### config.mk
export PLATFORM = sky130hd
export DESIGN_NAME = ship_sprite_rom
export DESIGN_NICKNAME = d
export VERILOG_FILES = /design/src/rtl/ship_sprite_rom.sv
export SDC_FILE = /design/constraint.sdc
export NUM_CORES = 1
export LEC_CHECK = 0
export CAP_MARGIN = 20
export CORE_MARGIN = 10
export CORE_UTILIZATION = 45
export CTS_CLUSTER_DIAMETER = 150
export CTS_CLUSTER_SIZE = 25
export DETAILED_ROUTE_END_ITERATION = 8
export PLACE_DENSITY = 0.67
export SKIP_LAST_GASP = 1
export SYNTH_ARGS = -nofsm -noshare
export SYNTH_HDL_FRONTEND = slang
export SYNTH_SLANG_ARGS = --single-unit
### constraint.sdc
create_clock -name clk -period 5.1 [get_ports clk]
set_input_delay 0.51 -clock clk [delete_from_list [all_inputs] [get_ports clk]]
set_output_delay 0.51 -clock clk [all_outputs]
set_load 0.02 [all_outputs]
### src/rtl/ship_sprite_rom.sv
// ship_sprite_rom
// Pipelined sprite-line generator for the battleship board renderer. Each
// accepted request returns one WIDTH-bit pixel line for one of four cell
// sprites (SHIP, HIT, MISS, WATER), optionally mirrored vertically, with a
// frame-driven blink on HIT and an out-of-range row flag.
//
// Ports:
//   clk          system clock
//   rst          asynchronous, active-high reset
//   req_valid    request strobe
//   req_ready    block can accept a request this cycle (registered)
//   req_kind     sprite: 0 SHIP, 1 HIT, 2 MISS, 3 WATER
//   req_row      requested line index
//   req_mirror   vertical flip
//   frame_tick   one-cycle pulse per video frame
//   line_valid   line_pixels/line_row/row_err valid this cycle
//   line_pixels  pixel line, bit WIDTH-1 is the leftmost pixel
//   line_row     echo of req_row for the returned line
//   row_err      req_row >= HEIGHT for this line
//
// Pipeline: accept edge -> stage 1 (decode) -> stage 2 (pattern) -> outputs.
// A request accepted at edge N is presented on the outputs after edge N+2.

module ship_sprite_rom #(
  parameter int WIDTH        = 48,
  parameter int HEIGHT       = 48,
  parameter int ADDR_W       = 7,
  parameter int BLINK_FRAMES = 16
) (
  input  logic              clk,
  input  logic              rst,
  input  logic              req_valid,
  output logic              req_ready,
  input  logic [1:0]        req_kind,
  input  logic [ADDR_W-1:0] req_row,
  input  logic              req_mirror,
  input  logic              frame_tick,
  output logic              line_valid,
  output logic [WIDTH-1:0]  line_pixels,
  output logic [ADDR_W-1:0] line_row,
  output logic              row_err
);

  typedef enum logic [1:0] {
    KIND_SHIP  = 2'd0,
    KIND_HIT   = 2'd1,
    KIND_MISS  = 2'd2,
    KIND_WATER = 2'd3
  } kind_e;

  localparam int                CNT_W    = $clog2(BLINK_FRAMES);
  localparam logic [CNT_W-1:0]  CNT_LAST = CNT_W'(BLINK_FRAMES - 1);
  // One extra bit so HEIGHT == 2**ADDR_W is still representable.
  localparam logic [ADDR_W:0]   HEIGHT_C = (ADDR_W + 1)'(HEIGHT);
  localparam logic [ADDR_W-1:0] ROW_MAX  = ADDR_W'(HEIGHT - 1);
  localparam int                MISS_R_LO = HEIGHT / 2 - 4;
  localparam int                MISS_R_HI = HEIGHT / 2 + 3;
  localparam int                MISS_C_LO = WIDTH / 2 - 4;
  localparam int                MISS_C_HI = WIDTH / 2 + 3;

  logic              req_ready_q;
  logic              accept_s;

  logic [CNT_W-1:0]  blink_cnt_q, blink_cnt_d;
  logic              blink_phase_q, blink_phase_d;

  logic              s1_valid_q;
  logic [1:0]        s1_kind_q, s1_kind_d;
  logic              s1_err_q, s1_err_d;
  logic [ADDR_W-1:0] s1_r_q, s1_r_d;
  logic [ADDR_W-1:0] s1_row_q, s1_row_d;
  logic              s1_phase_q, s1_phase_d;

  logic              s2_valid_q;
  logic [WIDTH-1:0]  s2_pix_q, s2_pix_d;
  logic [ADDR_W-1:0] s2_row_q, s2_row_d;
  logic              s2_err_q, s2_err_d;

  logic              line_valid_q;
  logic [WIDTH-1:0]  line_pixels_q, line_pixels_d;
  logic [ADDR_W-1:0] line_row_q, line_row_d;
  logic              row_err_q, row_err_d;

  int                r_int;

  assign accept_s = req_valid && req_ready_q;

  // Blink counter next state: wraps at BLINK_FRAMES-1 and toggles the phase.
  always_comb begin
    blink_cnt_d   = blink_cnt_q;
    blink_phase_d = blink_phase_q;
    if (frame_tick) begin
      if (blink_cnt_q == CNT_LAST) begin
        blink_cnt_d   = '0;
        blink_phase_d = ~blink_phase_q;
      end else begin
        blink_cnt_d   = blink_cnt_q + CNT_W'(1);
      end
    end else begin
      blink_cnt_d   = blink_cnt_q;
    end
  end

  // Stage 1 next state: decode the request; out-of-range rows skip mirroring.
  always_comb begin
    s1_kind_d  = s1_kind_q;
    s1_err_d   = s1_err_q;
    s1_r_d     = s1_r_q;
    s1_row_d   = s1_row_q;
    s1_phase_d = s1_phase_q;
    if (accept_s) begin
      s1_kind_d  = req_kind;
      s1_err_d   = ({1'b0, req_row} >= HEIGHT_C);
      s1_row_d   = req_row;
      s1_phase_d = blink_phase_q;  // old phase even if frame_tick fires now
      if (req_mirror && !({1'b0, req_row} >= HEIGHT_C)) begin
        s1_r_d = ROW_MAX - req_row;
      end else begin
        s1_r_d = req_row;
      end
    end else begin
      s1_kind_d = s1_kind_q;
    end
  end

  // Stage 2 pattern generation: column c drives bit WIDTH-1-c.
  always_comb begin
    s2_pix_d = '0;
    r_int    = int'(s1_r_q);
    if (s1_err_q) begin
      s2_pix_d = '0;
    end else begin
      case (kind_e'(s1_kind_q))
        KIND_SHIP: begin
          if (r_int < HEIGHT / 2 || r_int == HEIGHT - 1) begin
            s2_pix_d = '1;
          end else begin
            s2_pix_d = '0;
          end
        end
        KIND_HIT: begin
          for (int c = 0; c < WIDTH; c++) begin
            if (!s1_phase_q && r_int < WIDTH &&
                (c == r_int || c == WIDTH - 1 - r_int)) begin
              s2_pix_d[WIDTH-1-c] = 1'b1;
            end else begin
              s2_pix_d[WIDTH-1-c] = 1'b0;
            end
          end
        end
        KIND_MISS: begin
          for (int c = 0; c < WIDTH; c++) begin
            if (r_int >= MISS_R_LO && r_int <= MISS_R_HI &&
                c >= MISS_C_LO && c <= MISS_C_HI) begin
              s2_pix_d[WIDTH-1-c] = 1'b1;
            end else begin
              s2_pix_d[WIDTH-1-c] = 1'b0;
            end
          end
        end
        KIND_WATER: s2_pix_d = '0;
        default:    s2_pix_d = '0;
      endcase
    end
  end

  // Stage 2 / output holding: data registers only move when a line is present.
  always_comb begin
    s2_row_d      = s2_row_q;
    s2_err_d      = s2_err_q;
    line_pixels_d = line_pixels_q;
    line_row_d    = line_row_q;
    row_err_d     = row_err_q;
    if (s1_valid_q) begin
      s2_row_d = s1_row_q;
      s2_err_d = s1_err_q;
    end else begin
      s2_row_d = s2_row_q;
    end
    if (s2_valid_q) begin
      line_pixels_d = s2_pix_q;
      line_row_d    = s2_row_q;
      row_err_d     = s2_err_q;
    end else begin
      line_pixels_d = line_pixels_q;
    end
  end

  // Blink state and ready flag.
  always_ff @(posedge clk or posedge rst) begin
    if (rst) begin
      req_ready_q   <= 1'b0;
      blink_cnt_q   <= '0;
      blink_phase_q <= 1'b0;
    end else begin
      req_ready_q   <= 1'b1;
      blink_cnt_q   <= blink_cnt_d;
      blink_phase_q <= blink_phase_d;
    end
  end

  // Pipeline registers; reset drops any in-flight request.
  always_ff @(posedge clk or posedge rst) begin
    if (rst) begin
      s1_valid_q    <= 1'b0;
      s1_kind_q     <= 2'd0;
      s1_err_q      <= 1'b0;
      s1_r_q        <= '0;
      s1_row_q      <= '0;
      s1_phase_q    <= 1'b0;
      s2_valid_q    <= 1'b0;
      s2_pix_q      <= '0;
      s2_row_q      <= '0;
      s2_err_q      <= 1'b0;
      line_valid_q  <= 1'b0;
      line_pixels_q <= '0;
      line_row_q    <= '0;
      row_err_q     <= 1'b0;
    end else begin
      s1_valid_q    <= accept_s;
      s1_kind_q     <= s1_kind_d;
      s1_err_q      <= s1_err_d;
      s1_r_q        <= s1_r_d;
      s1_row_q      <= s1_row_d;
      s1_phase_q    <= s1_phase_d;
      s2_valid_q    <= s1_valid_q;
      s2_pix_q      <= s1_valid_q ? s2_pix_d : s2_pix_q;
      s2_row_q      <= s2_row_d;
      s2_err_q      <= s2_err_d;
      line_valid_q  <= s2_valid_q;
      line_pixels_q <= line_pixels_d;
      line_row_q    <= line_row_d;
      row_err_q     <= row_err_d;
    end
  end

  assign req_ready   = req_ready_q;
  assign line_valid  = line_valid_q;
  assign line_pixels = line_pixels_q;
  assign line_row    = line_row_q;
  assign row_err     = row_err_q;

endmodule

Yosys cells after proc, flatten, opt, wreduce, memory -nomap -nowiden
Cells that the tools add are included.

Input port bits: 14. Word-level logic and storage cells: 286. Bits in registers: 139. Output and inout port bits: 58.

Equal/unequal tests: 99. Order comparisons: 5. Mux-type cells: 54. Bitwise operators: 1. Reduce and logical (&&, ||, !) cells: 107. $add $sub $neg: 3.

Operators by type and width (count): 48-bit one-hot mux with 4 select lines (1); 6-bit by 8-bit == test with 1-bit output, first input constant (16); 7-bit by 8-bit == test with 1-bit output, first input constant (16); 6-bit by 7-bit == test with 1-bit output, first input constant (16); 7-bit == test, first input constant (16); 48-bit 2-to-1 mux (2); 5-bit by 8-bit == test with 1-bit output, first input constant (8); 5-bit by 7-bit == test with 1-bit output, first input constant (8); 1-bit logical AND (52); 1-bit logical OR (49); 1-bit 2-to-1 mux (49); 4-bit by 8-bit == test with 1-bit output, first input constant (4); 32-bit logical NOT (1); 4-bit by 7-bit == test with 1-bit output, first input constant (4); 3-bit by 8-bit == test with 1-bit output, first input constant (2); 3-bit by 7-bit == test with 1-bit output, first input constant (2); 2-bit by 8-bit == test with 1-bit output, first input constant (1); 6-bit by 7-bit subtractor with 8-bit output, first input constant (1); 2-bit by 7-bit == test with 1-bit output, first input constant (1); 7-bit == test, second input constant (1); 7-bit by 5-bit >= comparator with 1-bit output, second input constant (1); 7-bit by 6-bit >= comparator with 1-bit output, second input constant (1); 7-bit by 5-bit <= comparator with 1-bit output, second input constant (1); 7-bit logical NOT (1); 13 further kinds (15).

Longest topological paths before layout
Depth after elaboration: 7. Mapped depth: 7. Gate-level depth less buffers: 5.

Worst setup path after synthesis
Ideal clock, no wire load.

Path kind: input -> register. From: input req_row[4]. To: register s1_r_q[0]. Stages on the path: 5. Setup slack: 3.173 ns. Data arrival time: 1.792 ns. Path through: ha_1 > or4b_2 > o211ai_2 > xor2_1 > o21ai_0.

Cells in the longest elaborated chain, start to end: 4.

RTL lines: start, declared (RTL line 35) `input logic [ADDR_W-1:0] req_row,`; 7-bit by 6-bit >= comparator with 1-bit output (RTL line 116) `if (req_mirror && !({1'b0, req_row} >= HEIGHT_C)) begin`; 1-bit logical NOT (RTL line 116); 1-bit logical AND (RTL line 116); 7-bit 2-to-1 mux (RTL line 116); end signal, assigned (RTL line 223) `s1_r_q <= s1_r_d;`; end, declared (RTL line 70) `logic [ADDR_W-1:0] s1_r_q, s1_r_d;`.

No other way between the ends. A chain may end at the register's enable or synchronous reset.

Worst setup path after layout
From: register s1_r_q[4]. To: register s2_pix_q[2].

Cells in the longest elaborated chain, start to end: 7.

RTL lines: 6-bit by 7-bit subtractor with 8-bit output (RTL line 144) `(c == r_int || c == WIDTH - 1 - r_int)) begin`; 7-bit by 8-bit == test with 1-bit output (RTL line 144); 1-bit logical OR (RTL line 144); 1-bit logical AND (RTL line 143) `if (!s1_phase_q && r_int < WIDTH &&`; 1-bit 2-to-1 mux (RTL line 143); 48-bit one-hot mux with 4 select lines * (RTL line 133) `case (kind_e'(s1_kind_q))`; 48-bit 2-to-1 mux * (RTL line 130) `if (s1_err_q) begin`; end signal, assigned (RTL line 227) `s2_pix_q <= s1_valid_q ? s2_pix_d : s2_pix_q;`; end, declared (RTL line 75) `logic [WIDTH-1:0] s2_pix_q, s2_pix_d;`.

Every way passes the cells marked *; elsewhere a longest branch is shown, timed or not.

==> results_dict.tcl <==
set metrics [dict create \
    maxCapViolCount 0 \
    min_period_ns 2.33 \
    via_per_inst 5.21 \
    pin_count 72 \
    crit_start "s1_r_q[4]$_DFFE_PP0P_" \
    async_reset_ff_share_pct 100 \
    mostFrequentLayoutCell "dfrtp_1" \
    p_total_uw 3070 \
    irDropWorstVdd_mv 0.284 \
    synth_mux_area_share_pct 14.7 \
    max_freq_ghz 0.430 \
    first_pass_iters 4 \
    slowest_delay_ns 0.66 \
    synth_fa_ha_area_share_pct 0.434 \
    min_from "blink_phase_q$_DFFE_PP0P_" \
    first_iter_violations 248 \
    fin_area_mm2 0.00712 \
    period_share_pct 45.6 \
    netlist_area_mm2 0.00576 \
    syn_to_final_growth_pct 23.6 \
    rr_startpoint "s1_r_q[4]$_DFFE_PP0P_" \
    p_leak_uw 0.00309 \
    ys.flop_type "dfrtp_1" \
    synth.net_count 478 \
    die_h_um 133 \
    setup_tns_ns 0 \
    grt_pass1_vias 3795 \
    outcome "completed" \
    n_fill_cell 1053 \
    coreArea_mm2 0.0126 \
    worst_setup_path_end_kind "register" \
    synth_top_family_by_area "multiplexers" \
    ys_ff_latch 138 \
    cts_resized 0 \
    portBuffers 71 \
    track_usage_pct 13.8 \
    yosysSeqAreaShare_pct 60.0 \
    synth-xor-area-share_pct 1.06 \
    setup_viol 0 \
    crit_chain "or3b_1 > o211ai_4 > nand2_2 > o22ai_1" \
    fp.dieW_um 133 \
    wl_per_cell_um 16.4 \
    crit_type "reg -> reg" \
    ant_nets 0 \
    power.density_mw_per_mm2 431 \
    drive_gt1_share_pct 23.2 \
    tightest_slew_ns 0.763 \
    crit_arrival_ns 2.64 \
    initial_core_util_pct 45.8 \
    cp.required_ns 5.41 \
    finalMaxSlewViolations 0 \
    clock_sinks 138 \
    post_cts_buffers 0 \
    placed_area_mm2 0.00658 \
    yosysWarnings 0 \
    gr-total-overflow 0 \
    die-area_mm2 0.0177 \
    ys_types 42 \
    hold_viol 0 \
    synth_enable_flop_cells 0 \
    vias 3698 \
    max_slew_margin_pct 49.1 \
    clockBufferDepth 2 \
    clkTransAtPathRegs_ns 0.05 \
    gp_congestion 0.787 \
    syn_avg_cell_area_um2 12.5 \
    ff_latch_area_mm2 0.00345 \
    multi_input_area_mm2 0.00196 \
    hp-class "reg -> reg" \
    cts_hold_buf 0 \
    ctsHtreeMaxLevel 4 \
    fin_worst_skew_ns 0.00696 \
    cts_inserted_buffers 17 \
    nets 541 \
    antenna_found_initial 0 \
    synth_compound_area_share_pct 12.6 \
    start_kind "register" \
    wirelength_um 11600 \
    netlist_instances 462 \
    cp_slowest_cell "or3b_1" \
    rows 41 \
    crit_fanout 38 \
    cts_tree "built" \
    hpwl_um 7870 \
    final_cell_mix "dfrtp_1 (137), mux2_2 (75), clkdlybuf4s50_1 (71)" \
    synthSimpleGateAreaFrac_pct 5.17 \
    clock_latency_ns 0.41 \
    drc_errors 0 \
    rrSetupSlack_ns 2.77 \
    rsz0062_at_grt "false" \
    root_buffer "clkbuf_16" \
    grt_pass1_wl_um 19700 \
    diodes 0 \
    grt_start_max_net_pins 65 \
]
[sequential cells by signal (all words and copies together), names as in the netlist, 2 cells and up]
| name | count |
|---|---|
| line_row | 7 |
| line_pixels | 48 |
| blink_cnt_q | 4 |
| s2_row_q | 7 |
| s1_r_q | 7 |
| s1_row_q | 6 |
| s1_kind_q | 2 |
| s2_pix_q | 48 |
[where the power goes]
group          total [uW]  internal, uW  switching (uW)
logic                 582           292             290
clock network        1100           677             426
registers            1390          1260             124
[layout make-up]
type | instances | share of cell area (%)
sequential | 138 | 48.5
clock inverter | 9 | 0.633
multi-input combinational | 240 | 27.5
clock buffer | 23 | 7.00
tap | 172 | 3.02
inverter | 52 | 2.78
timing repair buffer | 76 | 10.5
[cell usage after synthesis (all sizes together) (2+ instances only)]
cell type,n,area [um^2]
a211oi,6,57.6
a21oi,21,105
buf,10,68.8
clkbuf,22,82.6
dfrtp,138,3450
ha,2,25.0
inv,52,195
mux2,75,845
nand2,12,47.6
nand3,3,15.0
nand4,3,18.8
nand4b,4,35.0
nor2,3,11.3
o211ai,8,78.8
o21a,2,15.0
o21ai,18,90.1
o22ai,54,350
or3b,3,26.3
or4b,5,50.1
or4bb,5,56.3
xnor2,3,26.3
xor2,4,35.0
[path summary, 6_finish.rpt]
| kind | to | depth (start not counted) |
|---|---|---|
| max | s2_pix_q[2]$_DFFE_PP0P_ | 4 |
| min | blink_phase_q$_DFFE_PP0P_ | 1 |
| max reg2reg | s2_pix_q[2]$_DFFE_PP0P_ | 4 |
| min reg2reg | blink_phase_q$_DFFE_PP0P_ | 1 |
| max in group asynchronous | blink_cnt_q[3]$_DFFE_PP0P_ | 3 |
| min in group asynchronous | line_pixels[26]$_DFFE_PP0P_ | 2 |
[metrics by stage]
stage	hold WS (ns)	util [%]	std cells	setup WS, ns
after CTS	0.483	56.6	710	2.75
after detailed placement	0.475	52.3	678	2.48
final	0.477	56.6	710	2.77
after floorplan	0.370	-	462	0.894
after global routing	0.513	56.6	710	2.55
after global placement	0.466	52.3	678	2.55
[routing by layer]
metal | track usage (%) | part of all wire, %
met5 | 0 | 0
met4 | 5.32 | 1.6
met3 | 5.00 | 5.1
met2 | 21.1 | 48
met1 | 17.4 | 46
[logic make-up (layout without fill, tap and decap cells)]
kind of cell	Yosys count	in the layout
flops	138	138
compound gates	112	112
buf+inv	84	160
mux	75	75
simple gates	43	43
xor+xnor	7	7
fa+ha+maj	2	2
other cells	1	1
[worst max-delay path, delay by kind of cell (launching register included)]
kind	cells	cell delay, ns
flip-flops	1	0.47
AND/OR/NAND/NOR	2	1.12
AO/OA/AOI/OAI	2	0.62
(Power assumes the default switching activity.)
